`src/rtl/servo_pkg.sv`:
```
// Shared types and constants for the servo motion blocks.
package servo_pkg;

  localparam int unsigned POS_W          = 8;
  localparam int unsigned SPEED_W        = 4;
  localparam int unsigned HOME_POS_DEF   = 128;
  localparam int unsigned UPDATE_DIV_DEF = 1000000;

  typedef enum logic [1:0] {
    IDLE = 2'd0,
    MOVE = 2'd1,
    HOLD = 2'd2
  } state_t;

  // Unsigned distance between two positions, one bit wider so it never wraps
  function automatic logic [POS_W:0] abs_diff(input logic [POS_W-1:0] a,
                                               input logic [POS_W-1:0] b);
    if (a >= b) return {1'b0, a} - {1'b0, b};
    else        return {1'b0, b} - {1'b0, a};
  endfunction

endpackage

```
`src/rtl/tick_divider.sv`:
```
// Free-running frame counter; tick pulses for one cycle while count == DIV-1.
module tick_divider #(
  parameter int unsigned DIV = 4
) (
  input  logic clk,
  input  logic rst,
  output logic tick
);

  localparam int unsigned CNT_W = $clog2(DIV);

  logic [CNT_W-1:0] count;

  // tick is registered one count early so it lines up with count == DIV-1
  always_ff @(posedge clk) begin
    if (rst) begin
      count <= '0;
      tick  <= 1'b0;
    end else begin
      if (count == CNT_W'(DIV - 1)) count <= '0;
      else                          count <= count + CNT_W'(1);
      tick <= (count == CNT_W'(DIV - 2));
    end
  end

endmodule

```
`src/rtl/servo_ramp.sv`:
```
// Motion sequencer: slews position toward a commanded target one bounded
// step per frame tick, holds for a settle period, then pulses done.
module servo_ramp
  import servo_pkg::*;
#(
  parameter int unsigned UPDATE_DIV = UPDATE_DIV_DEF,
  parameter int unsigned HOLD_TICKS = 10,
  parameter int unsigned HOME_POS   = HOME_POS_DEF
) (
  input  logic               clk,
  input  logic               rst,
  input  logic               cmd_valid,
  output logic               cmd_ready,
  input  logic [POS_W-1:0]   cmd_pos,
  input  logic [SPEED_W-1:0] cmd_speed,
  output logic [POS_W-1:0]   position,
  output logic               busy,
  output logic               done
);

  localparam int unsigned EXT_W     = POS_W + 1;
  localparam int unsigned HOLD_W    = (HOLD_TICKS > 0) ? $clog2(HOLD_TICKS + 1) : 1;
  localparam bit          HOLD_ZERO = (HOLD_TICKS == 0);

  state_t             state;
  logic [POS_W-1:0]   tgt;
  logic [SPEED_W-1:0] stp;
  logic [HOLD_W-1:0]  hold_cnt;
  logic [POS_W:0]     diff;
  logic               tick;

  tick_divider #(.DIV(UPDATE_DIV)) u_tick (
    .clk  (clk),
    .rst  (rst),
    .tick (tick)
  );

  assign diff = abs_diff(tgt, position);

  always_ff @(posedge clk) begin
    if (rst) begin
      state     <= IDLE;
      position  <= POS_W'(HOME_POS);
      tgt       <= '0;
      stp       <= '0;
      hold_cnt  <= '0;
      cmd_ready <= 1'b1;
      busy      <= 1'b0;
      done      <= 1'b0;
    end else begin
      done <= 1'b0;
      case (state)
        IDLE: begin
          if (cmd_valid && cmd_ready) begin
            tgt       <= cmd_pos;
            stp       <= cmd_speed;
            hold_cnt  <= '0;
            cmd_ready <= 1'b0;
            busy      <= 1'b1;
            // speed 0 jumps straight to target; an equal target has nothing to move
            if (cmd_speed == '0 || cmd_pos == position) begin
              if (cmd_speed == '0) position <= cmd_pos;
              state <= HOLD;
              done  <= HOLD_ZERO;
            end else begin
              state <= MOVE;
            end
          end
        end

        MOVE: begin
          if (tick) begin
            if (diff <= EXT_W'(stp)) begin
              position <= tgt;
              hold_cnt <= '0;
              state    <= HOLD;
              done     <= HOLD_ZERO;
            end else if (tgt > position) begin
              position <= position + POS_W'(stp);
            end else begin
              position <= position - POS_W'(stp);
            end
          end
        end

        HOLD: begin
          // done cycle is the last cycle in HOLD, so no accept can overlap it
          if (done) begin
            state     <= IDLE;
            cmd_ready <= 1'b1;
            busy      <= 1'b0;
          end else if (tick) begin
            hold_cnt <= hold_cnt + HOLD_W'(1);
            if ((hold_cnt + HOLD_W'(1)) == HOLD_W'(HOLD_TICKS)) done <= 1'b1;
          end
        end

        default: begin
          state     <= IDLE;
          cmd_ready <= 1'b1;
          busy      <= 1'b0;
        end
      endcase
    end
  end

endmodule

```
`config.mk`:
```
export PLATFORM = sky130hd
export DESIGN_NAME = servo_ramp
export DESIGN_NICKNAME = d
export VERILOG_FILES = /design/src/rtl/servo_pkg.sv /design/src/rtl/tick_divider.sv /design/src/rtl/servo_ramp.sv
export SDC_FILE = /design/constraint.sdc
export NUM_CORES = 1
export LEC_CHECK = 0
export ABC_AREA = 1
export CORE_MARGIN = 4
export CORE_UTILIZATION = 60
export CTS_BUF_LIST = sky130_fd_sc_hd__clkbuf_16
export CTS_CLUSTER_DIAMETER = 40
export DETAILED_ROUTE_END_ITERATION = 10
export PLACE_DENSITY = 0.81
export SYNTH_ARGS = -nofsm -noshare
export SYNTH_HDL_FRONTEND = slang
export SYNTH_SLANG_ARGS = --single-unit
```
`constraint.sdc`:
```
create_clock -name clk -period 3.9 [get_ports clk]
set_input_delay 0.39 -clock clk [delete_from_list [all_inputs] [get_ports clk]]
set_output_delay 0.39 -clock clk [all_outputs]
set_load 0.01 [all_outputs]
```
; Yosys cells after proc, flatten, opt, wreduce, memory -nomap -nowiden
; Index checks and enable logic that the tools add are counted.
[word_totals]
out_inout_bits = 11
reg_bits = 50
in_bits = 15
wordCells = 76
[op_classes]
mux = 27
reduce_logical = 13
add_sub_neg = 6
bitwise = 3
magnitude_cmp = 3
eq_ne = 14
[ops]
columns = cell, n
row1 = 8-bit 2-to-1 mux, 6
row2 = "20-bit == test, second input constant", 2
row3 = "20-bit by 1-bit adder with 20-bit output, second input constant", 1
row4 = 4-bit 2-to-1 mux, 5
row5 = 8-bit by 8-bit subtractor with 9-bit output, 2
row6 = 8-bit one-hot mux with 2 select lines, 1
row7 = "2-bit != test, second input constant", 6
row8 = 4-bit one-hot mux with 3 select lines, 1
row9 = 2-bit 2-to-1 mux, 5
row10 = 9-bit by 4-bit less-or-equal comparator with 1-bit output, 1
row11 = 9-bit 2-to-1 mux, 1
row12 = 8-bit by 4-bit adder with 8-bit output, 1
row13 = 8-bit == test, 1
row14 = 8-bit greater-or-equal comparator, 1
row15 = 8-bit > comparator, 1
row16 = 8-bit by 4-bit subtractor with 8-bit output, 1
row17 = 1-bit one-hot mux with 3 select lines, 2
row18 = 2-bit one-hot mux with 3 select lines, 1
row19 = 6-bit AND reduction, 1
row20 = 1-bit 2-to-1 mux, 5
row21 = 5-bit AND reduction, 1
row22 = "4-bit by 1-bit adder with 4-bit output, second input constant", 1
row23 = "4-bit == test, second input constant", 1
row24 = 4-bit logical NOT, 1
row25 = 14 further kinds, 17

; Depth between registers and ports, before layout
; Gate-level depths: netlist of run 1.
[depth]
depth_word = 6
mapped_depth = 25

; Cells and area by module
; A second synthesis of run 1 with hierarchy kept.
[unflattened]
hier_cells = 613
hier_area_um2 = 3952.5
[modules_own_cells]
columns = module, seq_area_each_um2, cells_each, area_per_inst_um2, instances
row1 = servo_ramp, 580.6, 453, 2826.5, 1
row2 = tick_divider, 420.4, 160, 1126.1, 1

; Worst setup path before layout of run 1
; No wires, ideal clock.
[synth_timing]
kind = register to register
startpoint = register position[1]
endpoint = register position[7]
period_less_slack_ns = 3.250
required_ns = 3.785
arrival_ns = 3.135
setup_slack_ns = 0.650
stages_incl_launch_ff = 22
n_path_buf = 0
cell_sequence = dfxtp_1 > inv_1 > ha_1 > nand2_1 > nor2_1 > nand3_2 > nand4_4 > mux2i_1 > xor2_1 > inv_1 > ha_1 > nand2_1 > o21bai_1 > a21oi_1 > a21oi_4 > nand3_1 > nor2_4 > nand2_1 > nand3_1 > nand2_1 > nand2_1 > nand2_1
[synth_via]
elab_chain_len = 6
word_cells_on_any_way = 16
[synth_lines]
columns = item, line
row1 = from (decl), servo_ramp.sv:16  ; output logic [POS_W-1:0] position,
row2 = from (signal assigned), servo_ramp.sv:43  ; position <= POS_W'(HOME_POS);
row3 = from (signal assigned), servo_ramp.sv:62  ; if (cmd_speed == '0) position <= cmd_pos;
row4 = from (signal assigned), servo_ramp.sv:74  ; position <= tgt;
row5 = 8-bit by 8-bit subtractor with 9-bit output (tied with other cells), servo_pkg.sv:19  ; else return {1'b0, b} - {1'b0, a};
row6 = 9-bit 2-to-1 mux, servo_pkg.sv:18  ; if (a >= b) return {1'b0, a} - {1'b0, b};
row7 = 9-bit by 4-bit less-or-equal comparator with 1-bit output, servo_ramp.sv:73  ; if (diff <= EXT_W'(stp)) begin
row8 = 8-bit 2-to-1 mux, servo_ramp.sv:73
row9 = 8-bit 2-to-1 mux, servo_ramp.sv:72  ; if (tick) begin
row10 = 8-bit one-hot mux with 2 select lines, servo_ramp.sv:52  ; case (state)
; Several ways; a longest one is shown, not always the timed one. The select of a mux whose other input is x is not followed.
; A chain may end at the register's enable or synchronous reset.

; Worst setup path after layout of run 1
[layout_timing]
startpoint = register position[7]
endpoint = register position[7]
; The elaborated chain is that of the path after synthesis.

==> results of run 1 <==
[timing repair]
item / 4_1_cts / 5_1_grt
setup endpoints to repair: 0 / 8
gates resized for setup: 0 / 6
buffers inserted: 0 / 0
[logic make-up after synthesis]
| family | count (synthesis) | share of synthesized area |
|---|---|---|
| AO/OA/AOI/OAI | 89 | 0.1232 |
| XOR/XNOR | 27 | 0.06144 |
| adder cells (fa/ha/maj) | 36 | 0.1229 |
| buffers and inverters | 97 | 0.09720 |
| flip-flops | 50 | 0.2601 |
| multiplexers | 1 | 0.002601 |
| AND/OR/NAND/NOR | 278 | 0.3326 |
[worst min-delay path by stage]
| stage | start | endpoint | slack [ns] |
|---|---|---|---|
| after CTS | busy | busy | 0.48 |
| final | busy | busy | 0.47 |
| after global routing | busy | busy | 0.51 |
| after floorplan | u_tick.count[0] | u_tick.count[0] | 0.44 |
| after detailed placement | busy | busy | 0.46 |
| after global placement | busy | busy | 0.46 |
[metal layers]
| layer | track usage | vias to the layer above | share of wire |
|---|---|---|---|
| met5 | 0 | - | 0 |
| met4 | 0.07967 | 0 | 0.017 |
| met3 | 0.04045 | 16 | 0.058 |
| met2 | 0.4397 | 150 | 0.47 |
| met1 | 0.3452 | 1736 | 0.46 |
| li1 | - | 1918 | - |
[critical path: stages, from the launching register on]
cell and delay (ns):
dfxtp_1 0.44, inv_1 0.10, ha_2 0.42, nand2_2 0.12, nor2_2 0.18, nand2_2 0.11, nand4_4 0.19, mux2i_1 0.24
xor2_1 0.16, inv_1 0.06, ha_1 0.27, nand2_1 0.08, o21bai_1 0.11, a21oi_1 0.12, a21oi_4 0.16, nand3_1 0.14
nor2_4 0.22, nand2_1 0.09, nand3_1 0.10, nand2_1 0.07, nand2_1 0.06, nand2_1 0.05
[cells in the final DEF, fill, tap and decap left out, drive strengths merged]
cell / count
nor2: 48
nand2: 149
nand3: 48
nand4: 13
fa: 3
nor4b: 1
xnor2: 15
buf: 4
clkbuf: 5
inv: 87
o21ai: 27
ha: 33
nand3b: 2
dfxtp: 50
nor3b: 3
nor4: 2
clkdlybuf4s50: 25
and3: 1
mux2i: 1
o211ai: 1
nor3: 11
a21oi: 57
clkinv: 3
o21bai: 3
xor2: 12
o221ai: 1
[sequential cells by signal, indices dropped and copies added, names as in the netlist]
signal / flops
done: 1
u_tick.tick: 1
busy: 1
u_tick.count: 20
stp: 4
cmd_ready: 1
position: 8
tgt: 8
state: 2
hold_cnt: 4
[area by class of cell]
class                   instances  share of cell area
multi-input cells             431              0.5714
flip-flops and latches         50              0.2316
inverters                      87             0.07528
clock buffers                   5             0.02884
repair buffers                 29             0.06461
clock inverters                 3            0.006634
well taps                      75             0.02163
[per-stage QoR]
step | area, um2 | setup slack [ns]
after floorplan | 3849 | 0.6503
after global placement | 4175 | 0.3786
after detailed placement | 4175 | 0.2661
after CTS | 4329 | 0.2401
after global routing | 4338 | 0.01222
final | 4338 | 0.3198
==> reports/metrics.csv, run 1 <==
stage,metric,value,unit
floorplan,num_io_pins,26,
drt,detail_route.iter0.violations,240,
finish,seqCellArea,1005,um2
timing,finalSetupViolations,0,
setup_path,r2r-start,position[7],
timing,max_freq,279.3,MHz
synthesis,synth_fp_nets,629,
setup_path,timing.critical_path.to_type,flip-flop,
placed_design,numPortBuffers,25,
timing,timing.slew.headroom,0.4008,
clock_network,cts_made_buffers,5,
global_routing,first_global_vias,3558,
drt,via_count,3820,
clock_network,clk_path_buf_depth,2,
synthesis,synth_warnings,0,
clock_network,clock_tree.root_cell,clkbuf_16,
synthesis,synth_sequential_area_ratio,0.2601,
synthesis,synth_area_per_cell,6.659,um2
floorplan,chipHeight,88.09,um
setup_path,worstPathMaxFanout,10,
finish,antennaDiodeCount,0,
finish,area_of_the_multi_input_gates,2479,um2
timing,hold-worst-slack,0.4719,ns
synthesis,netlist_area_pre_place,3849,um2
synthesis,synth-main-ff-cell,dfxtp_1,
timing,maxSlewViolCount,0,
finish,fillerInstances,520,
global_routing,overflow,0,
synthesis,yosys.cell_count.top_type,nand2_1,
clock_network,cts_sinks,50,
setup_path,worst-r2r-setup-slack,0.32,ns
finish,non_filler_cells_final,680,
setup_path,crit_start,position[7],
synthesis,synth.ff_latch_count,50,
floorplan,num_rows,28,
floorplan,floorplan.initialDensity,0.6350,
floorplan,area_of_the_die,7760,um2
finish,utilization,0.7157,
synthesis,netlist-cell-type-count,37,
clock_network,post_cts_hold_buffer_count,0,
placed_design,gpl.final_weighted_congestion,0.9589,
finish,final_nets,655,
drt,remaining_drc_errors,0,
global_routing,grtUsageTotal,0.2613,
synthesis,async_reset_ff_frac,0,
drt,route.final.wire_length,9646,um
floorplan,core-area,6061,um2
clock_network,clock_pin_slew_reported_for_the_worst_setup_and_hold_paths_after_clock_tree_synthesis,0.07,ns
setup_path,startpoint_type,flip-flop,
timing,final.setup.tns,0,ns
global_routing,antenna_found_initial,0,
setup_path,timing.setup.critical_path_class,flip-flop to flip-flop,
synthesis,netlist_instances,578,
floorplan,die_x,88.09,um
drt,detail_route.first_pass.iterations,4,
placed_design,dp.final_hpwl,7430,um
synthesis,synthDominantCellAreaShare,0.2601,
timing,finalClockSkew,0.007000,ns
setup_path,ff2ff_path_depth,21,
drt,avgViaCountPerCell,5.618,
timing,rsz0062_at_grt,false,
worst_hold_path,instance_count_along_the_most_critical_hold_path,2,
setup_path,worst_setup_path_endpoint,position[7],
clock_network,tritoncts,yes,
synthesis,synth_common_cells,"nand2_1, inv_1, a21oi_1",
setup_path,crit-reg2reg-capture,position[7],
synthesis,yosys-top-cells-area,"dfxtp_1, nand2_1, ha_1",
global_routing,global_route_wire_length_before_repair,16210,um
finish,areaGrowthSynthToFinish,12.71,%
worst_hold_path,hold_path.class,flip-flop to flip-flop,
run,drv_cap,0,
synthesis,synth-edff-count,0,
finish,fraction_of_layout_instances_using_a_drive_strength_above_1,0.06612,
placed_design,dp_cells,672,
timing,min_clock_period_post_route,3.580,ns
setup_path,worstPathRequired,4.09,ns
setup_path,critical_path_arrival,3.77,ns
run_status,status,"complete, no violations",
global_routing,grt_start_max_net_pins,26,
timing,timing_hold_violations_final,0,
clock_network,htree_num_levels,2,
synthesis,synth_largest_area_cell,dfxtp_1,
clock_network,worst_skew_pair.late_latency,0.29,ns
drt,antenna_violating_nets_post_route,0,
drt,detail_route.wl_per_cell,14.19,um
timing,post-route-period-util,0.9180,
timing,timing_worst_slew_pin_value,0.8955,ns
Power of run 1 is not shown: default switching activity piles up to over one toggle a cycle in this logic, so the estimate is an artifact.
==> run 2, diff against run 1 <==
==> constraint.sdc (replaced) <==
create_clock -name clk -period 3.9 [get_ports clk]
set_input_delay 0.78 -clock clk [delete_from_list [all_inputs] [get_ports clk]]
set_output_delay 0.78 -clock clk [all_outputs]
set_load 0.01 [all_outputs]
==> run 2 against run 1 <==
Largest cell class unchanged. Sequential cell count did not move. Register-to-register slack lost 0.03 ns. Via count fell by 2.4%. Fmax decreased by 0.86%. First-iteration DRC count fell by 7.9%. Critical path depth is the same. Critical path type unchanged. Global-route usage fell by 0.47 points. Die area unchanged.
==> reports/metrics.csv, run 2 (synthesis gave the netlist of run 1 again) <==
stage,metric,value,unit
placed_design,dp.final_hpwl,7412,um
setup_path,critical_path_arrival,3.79,ns
global_routing,antenna_found_initial,0,
drt,detail_route.wl_per_cell,13.77,um
finish,final_nets,658,
floorplan,floorplan.initialDensity,0.6350,
drt,route.final.wire_length,9406,um
floorplan,num_io_pins,26,
timing,post-route-period-util,0.9260,
floorplan,die_x,88.09,um
setup_path,timing.critical_path.to_type,flip-flop,
clock_network,post_cts_hold_buffer_count,0,
drt,remaining_drc_errors,0,
timing,max_freq,276.9,MHz
floorplan,chipHeight,88.09,um
global_routing,overflow,0,
clock_network,htree_num_levels,2,
clock_network,ctsResizeCount,0,
finish,antennaDiodeCount,0,
timing,timing.slew.headroom,0.3949,
placed_design,gpl.final_weighted_congestion,0.9059,
clock_network,cts_sinks,50,
timing,timing_worst_slew_pin_value,0.9042,ns
worst_hold_path,hold_path.class,flip-flop to flip-flop,
run,drv_cap,0,
clock_network,cts_made_buffers,5,
finish,layout_top_registers,"u_tick.count x20, position x8, tgt x8",
timing,timing_hold_violations_final,0,
setup_path,worstPathRequired,4.08,ns
clock_network,clock_pin_slew_reported_for_the_worst_setup_and_hold_paths_after_clock_tree_synthesis,0.07,ns
finish,largest_reg_by_ff_count,u_tick.count,
timing,finalClockSkew,0.004413,ns
finish,most-common-layout-cells,"nand2_1, inv_1, a21oi_1",
finish,non_filler_cells_final,683,
drt,avgViaCountPerCell,5.460,
floorplan,area_of_the_die,7760,um2
global_routing,global_route_wire_length_before_repair,16130,um
clock_network,clock_tree.root_cell,clkbuf_16,
timing,rsz0062_at_grt,false,
finish,fraction_of_layout_instances_using_a_drive_strength_above_1,0.07072,
drt,detail_route.iter0.violations,221,
global_routing,grt_start_max_net_pins,26,
timing,finalSetupViolations,0,
clock_network,clk_path_buf_depth,2,
drt,antenna_violating_nets_post_route,0,
floorplan,num_rows,28,
clock_network,cts_setup_buffers,0,
clock_network,tritoncts,yes,
timing,min_clock_period_post_route,3.611,ns
clock_network,worst_skew_pair.late_latency,0.29,ns
drt,via_count,3729,
finish,areaGrowthSynthToFinish,14.01,%
global_routing,grtUsageTotal,0.2566,
timing,final.setup.tns,0,ns
setup_path,worstPathMaxFanout,10,
setup_path,timing.setup.critical_path_class,flip-flop to flip-flop,
floorplan,core-area,6061,um2
finish,largest_reg_flops,20,
finish,utilization,0.7240,
setup_path,startpoint_type,flip-flop,
finish,final_common_cell,nand2_1,
drt,detail_route.first_pass.iterations,5,
timing,maxSlewViolCount,0,
run_status,status,"complete, no violations",
placed_design,numPortBuffers,25,
global_routing,first_global_vias,3558,
placed_design,dp_cells,675,
## run 2: cell types whose count changed in the layout (fill, tap and decap cells not counted), sizes merged
cell and change:
clkinv -2, bufinv +1, buf +3, inv +1
## run 2: critical path, stage by stage (launching register included)
cell and delay, ns:
dfxtp_1 0.37, inv_1 0.06, ha_1 0.39, nand2_1 0.10
nand2_1 0.10, a21oi_4 0.21, nand4_4 0.22, o21ai_0 0.28
xor2_1 0.19, inv_1 0.06, ha_1 0.30, nand2_1 0.11
o21bai_1 0.11, a21oi_1 0.12, a21oi_4 0.16, nand3_1 0.14
nor2_4 0.22, nand2_1 0.09, nand3_1 0.09, nand2_1 0.06
nand2_1 0.06, nand2_1 0.05
## run 2: final cells by class
cell class                      instances  area, um2
Multi-Input combinational cell        431       2489
Fill cell                             499       1673
Sequential cell                        50       1003
Inverter                               87      326.6
Timing Repair Buffer                   32      302.8
Clock buffer                            5      125.1
Tap cell                               75      93.84
Clock inverter                          3      47.55
## run 2: final timing paths
path | endpoint | depth (start not counted) | startpoint | slack [ns]
setup reg to reg | position[7] | 21 | position[6] | 0.29
hold reg to reg | busy | 2 | busy | 0.48
hold / removal | busy | 2 | busy | 0.48
setup / recovery | position[7] | 21 | position[6] | 0.29
## run 2: stage by stage
| step | cell area, um2 | hold slack, ns | setup WS (ns) |
|---|---|---|---|
| 2_1_floorplan | 3849 | 0.4407 | 0.6503 |
| 4_1_cts | 4370 | 0.4810 | 0.2364 |
| 5_1_grt | 4388 | 0.4965 | 0.01547 |
| 3_5_place_dp | 4198 | 0.4698 | 0.3142 |
| 6_report | 4388 | 0.4833 | 0.2887 |
| 3_3_place_gp | 4198 | 0.4563 | 0.4575 |
## run 2: routing by layer
| layer | global-route usage | wire length, um | vias up |
|---|---|---|---|
| met1 | 0.3480 | 4397 | 1684 |
| met5 | 0 | 0 | - |
| li1 | - | - | 1932 |
| met3 | 0.03857 | 473 | 14 |
| met2 | 0.4308 | 4429 | 99 |
| met4 | 0.06044 | 106 | 0 |
Power of run 2 is left out for the same reason.
